[src/rtl/regfile_bypass.sv]
// Two-read/one-write register file with a power-up clear sequence, optional hard-wired zero register,
// same-cycle write-to-read forwarding and registered accept/reject pulses for each write request.
module regfile_bypass #(
    parameter int DATA_WIDTH = 8,
    parameter int ADDR_WIDTH = 3,
    parameter int REG_COUNT  = 8,
    parameter int ZERO_REG   = 1
) (
    input  logic                  clk,
    input  logic                  rst,
    input  logic                  wr_en,
    input  logic [ADDR_WIDTH-1:0] wr_addr,
    input  logic [DATA_WIDTH-1:0] wr_data,
    input  logic [ADDR_WIDTH-1:0] rd_addr1,
    input  logic [ADDR_WIDTH-1:0] rd_addr2,
    output logic [DATA_WIDTH-1:0] rd_data1,
    output logic [DATA_WIDTH-1:0] rd_data2,
    output logic                  busy,
    output logic                  wr_ack,
    output logic                  wr_err
);

    typedef enum logic {
        CLEAR = 1'b0,
        READY = 1'b1
    } state_t;

    // One extra bit so REG_COUNT == 2**ADDR_WIDTH still compares correctly.
    localparam logic [ADDR_WIDTH:0]   COUNT_EXT = (ADDR_WIDTH + 1)'(REG_COUNT);
    localparam logic [ADDR_WIDTH-1:0] LAST_IDX  = ADDR_WIDTH'(REG_COUNT - 1);

    state_t                state;
    state_t                next_state;
    logic [ADDR_WIDTH-1:0] cnt;
    logic [DATA_WIDTH-1:0] regs [REG_COUNT];
    logic                  wr_accept;
    logic                  wr_reject;

    function automatic logic addr_valid(input logic [ADDR_WIDTH-1:0] a);
        return ({1'b0, a} < COUNT_EXT) && !((ZERO_REG != 0) && (a == '0));
    endfunction

    // A request arriving while rst is high is dropped, even if the FSM is still in READY.
    assign wr_accept = !rst && (state == READY) && wr_en && addr_valid(wr_addr);
    assign wr_reject = !rst && (state == READY) && wr_en && !addr_valid(wr_addr);

    always_ff @(posedge clk) begin
        if (rst) begin
            state <= CLEAR;
            cnt   <= '0;
        end else begin
            state <= next_state;
            if (state == CLEAR) begin
                cnt <= cnt + 1'b1;
            end
        end
    end

    always_comb begin
        next_state = state;
        case (state)
            CLEAR:   if (cnt == LAST_IDX) next_state = READY;
            READY:   next_state = READY;
            default: next_state = CLEAR;
        endcase
    end

    always_comb begin
        busy = (state == CLEAR);
    end

    always_ff @(posedge clk) begin
        if (rst) begin
            wr_ack <= 1'b0;
            wr_err <= 1'b0;
        end else begin
            wr_ack <= wr_accept;
            wr_err <= wr_reject;
        end
    end

    // Storage has no reset of its own; the clear sequence zeroes it one entry per cycle.
    always_ff @(posedge clk) begin
        if (!rst) begin
            if (state == CLEAR) begin
                regs[cnt] <= '0;
            end else if (wr_accept) begin
                regs[wr_addr] <= wr_data;
            end
        end
    end

    always_comb begin
        rd_data1 = '0;
        if ((state == READY) && addr_valid(rd_addr1)) begin
            rd_data1 = (wr_accept && (wr_addr == rd_addr1)) ? wr_data : regs[rd_addr1];
        end
    end

    always_comb begin
        rd_data2 = '0;
        if ((state == READY) && addr_valid(rd_addr2)) begin
            rd_data2 = (wr_accept && (wr_addr == rd_addr2)) ? wr_data : regs[rd_addr2];
        end
    end

endmodule

[config.mk]
export PLATFORM = sky130hd
export DESIGN_NAME = regfile_bypass
export DESIGN_NICKNAME = d
export VERILOG_FILES = /design/src/rtl/regfile_bypass.sv
export SDC_FILE = /design/constraint.sdc
export NUM_CORES = 1
export LEC_CHECK = 0
export BUFFER_PORTS_ARGS = -buffer_cell sky130_fd_sc_hd__buf_2
export CORE_AREA = 2 2 135 98
export CTS_BUF_LIST = sky130_fd_sc_hd__clkbuf_4
export CTS_CLUSTER_DIAMETER = 150
export CTS_CLUSTER_SIZE = 28
export DETAILED_ROUTE_END_ITERATION = 12
export DIE_AREA = 0 0 137 100
export SETUP_SLACK_MARGIN = 0.02
export SYNTH_ARGS = -nofsm -noshare
export SYNTH_HDL_FRONTEND = slang
export SYNTH_SLANG_ARGS = --single-unit
[constraint.sdc]
create_clock -name clk -period 3.3 [get_ports clk]
set_input_delay 0.495 -clock clk [delete_from_list [all_inputs] [get_ports clk]]
set_output_delay 0.495 -clock clk [all_outputs]
set_load 0.005 [all_outputs]
==> run_results.csv <==
group,metric,value,unit
worst_setup_path,end_kind,"output pin",
grt,gr-total-overflow,0,
routing,firstDrtPassIters,6,
worst_setup_path,rr_worst_depth,5,
worst_setup_path,crit_type,"reg -> out",
logic_synthesis,ys_seq_elements,70,
pwr,p_leak,1.41,nW
logic_synthesis,synth_nets,254,
routing,vias,2316,
layout,post-route-util,33.0,%
layout,layout-drive-gt1-share,36.4,%
routing,drt_iter0_drc,217,
layout,final_cell_mix,"edfxtp_1 (64), buf_2 (38), mux4_2 (32)",
worst_setup_path,crit_path_max_fanout,8,
timing,fin_crit,2950,ps
floorplan,dieArea,13700,sq um
logic_synthesis,ys.flop_type,"edfxtp_1",
hold_path,min_to,"state",
floorplan,num_rows,35,
clock_network,numCtsBuffers,9,
logic_synthesis,synth_top_area_share,53.0,%
placement,port_buffers,38,
logic_synthesis,ys_seq_area_share,56.3,%
logic_synthesis,synthArstFlopShare,0,%
clock_network,cts-root-buf,"clkbuf_4",
floorplan,fp.dieH,100,um
clock_network,cts_tree,"done",
worst_setup_path,critPathLaunchType,"register",
routing,drtAntennaViolNets,0,
layout,area_delta_synth_final,14.8,%
pwr,power.density,425,nW/um^2
worst_setup_path,critPathRequiredTime,2800,ps
timing,rsz0062_at_grt,"no",
hold_path,hold_depth,2,
grt,antenna_found_initial,0,
layout,final_common_cell,"edfxtp_1",
hold_path,hold_start,"rst",
timing,clock.fmax,339,MHz
grt,grt_pass1_vias,2289,
placement,pre_cts_ws,683,ps
timing,worst_clock_skew,15.1,ps
routing,drc_errors,0,
timing,fin_setup_tns,0,ps
floorplan,die_w,137,um
layout,n_antenna_cell,0,
logic_synthesis,postSynthAreaPerCell,15.6,sq um
clock_network,cts_num_sinks,70,
clock_network,ctsHtreeMaxLevel,3,
worst_setup_path,cp.arrival,2460,ps
timing,layout_worst_path_cycle_share,89.4,%
floorplan,pin_count,39,
placement,place_hpwl,6.15,mm
timing,setup_violations,0,
clock_network,cts_resized,0,
logic_synthesis,syn_area,3630,sq um
logic_synthesis,ys_types,29,
logic_synthesis,ys_warn_count,0,
grt,grt_max_degree,18,
logic_synthesis,netlist_top_cells_area,"edfxtp_1 (53%), mux4_2 (20%), mux2i_1 (5.2%), dfxtp_1 (3.3%), o31ai_1 (3.3%)",
timing,hold_viol_final,0,
timing,hold_ws,348,ps
grt,grt_util_all_layers,14.2,%
clock_network,path_clk_slew,130,ps
placement,gp_congestion,0.752,
grt,grt_pass1_wl,13.7,mm
clock_network,clock_latency,420,ps
pwr,ir_drop,0.123,mV
routing,detail_route.wl_per_cell,20.4,um
pwr,p_total,1.77,mW
timing,fin_ws,349,ps
layout,fin_nets,300,
layout,nFillCells,1226,
routing,vias_per_cell,5.16,
floorplan,fp.coreArea,12600,sq um
hold_path,hp-class,"in -> reg",
clock_network,hold_buffers,0,
worst_setup_path,r2r_start,"state",
timing,worstMarginPinSlew,868,ps
routing,routed_wl,9.15,mm
clock_network,clk_path_buf_depth,2,
run,drv_cap,0,
worst_setup_path,rrSetupSlack,1060,ps
clock_network,post_cts_buffers,0,
timing,slew_headroom,41.9,%
floorplan,start_util,28.8,%
logic_synthesis,syn-instance-count,232,
timing,slew_violations,0,
logic_synthesis,synth_top_area_cell,"edfxtp_1",
outcome,outcome,"completed",
worst_setup_path,rr_endpoint,"regs[2][4]",
logic_synthesis,synth-edff-count,64,
-- cell families (layout without fill, tap and decap cells) --
logic type                 Yosys count  after routing  synth area share, %
DFF                                 70             70                 56.3
and+or+nand+nor                     42             42                 5.83
xor gates and xnor gates             7              7                 1.69
muxes                               52             52                 25.4
adders and majority gates            2              2                0.690
buffers and inverters               23             74                 3.79
AOI/OAI and AO/OA                   36             36                 6.31
-- how the worst max path moves through the flow --
stage	cells after the start	start	endpoint
6_report	5	state	rd_data2[1]
5_1_grt	5	state	rd_data2[1]
4_1_cts	5	state	rd_data2[1]
3_5_place_dp	6	rd_addr2[2]	rd_data2[1]
3_3_place_gp	6	rd_addr2[2]	rd_data2[1]
2_1_floorplan	6	rst	regs[1][0]
-- flip-flops by register name (all words and copies together) (netlist names) --
signal / cells
regs: 64
cnt: 3
state: 1
wr_ack: 1
wr_err: 1
-- Yosys cell counts, types with 3 or more instances --
cell type	number
nor3_1	3
edfxtp_1	64
dfxtp_1	6
mux4_2	32
nand2_1	3
inv_1	4
nor2_1	17
xnor2_1	6
a21oi_1	16
buf_4	7
nand3_1	3
and2_1	8
o31ai_1	16
buf_2	8
mux2i_1	19
-- power breakdown --
group | internal (mW) | switching [mW] | leakage, nW
Sequential | 0.987 | 0.0168 | 0.605
Combinational | 0.0945 | 0.102 | 0.732
Clock | 0.232 | 0.338 | 0.0739
-- worst max-delay path, stage by stage, from the launching register on --
cell	delay, ps
dfxtp_1	550
nand2_2	140
or3_1	460
or2_1	450
a21oi_1	280
buf_2	160
-- cell type report --
type | instances | area (sq um) | share of cell area [%]
clock buffer | 9 | 67.6 | 1.62
inverter | 4 | 15.0 | 0.361
tap | 166 | 208 | 4.99
multi-input combinational | 139 | 1450 | 34.8
clock inverter | 7 | 72.6 | 1.74
sequential | 70 | 2040 | 49.0
timing repair buffer | 54 | 310 | 7.45
-- layer usage --
layer / wire length, um / vias up / global-route usage [%]
li1: - / 1028 / -
met4: 110 / 0 / 5.08
met3: 704 / 10 / 4.90
met5: 0 / - / 0
met2: 4410 / 79 / 22.2
met1: 3930 / 1199 / 18.4
-- metrics by stage --
stage / instances / cell area (sq um)
floorplan: 232 / 3630
global placement: 433 / 4020
detailed placement: 433 / 4020
CTS: 449 / 4160
global route: 449 / 4160
finish: 449 / 4160
(Power assumes the default switching activity.)
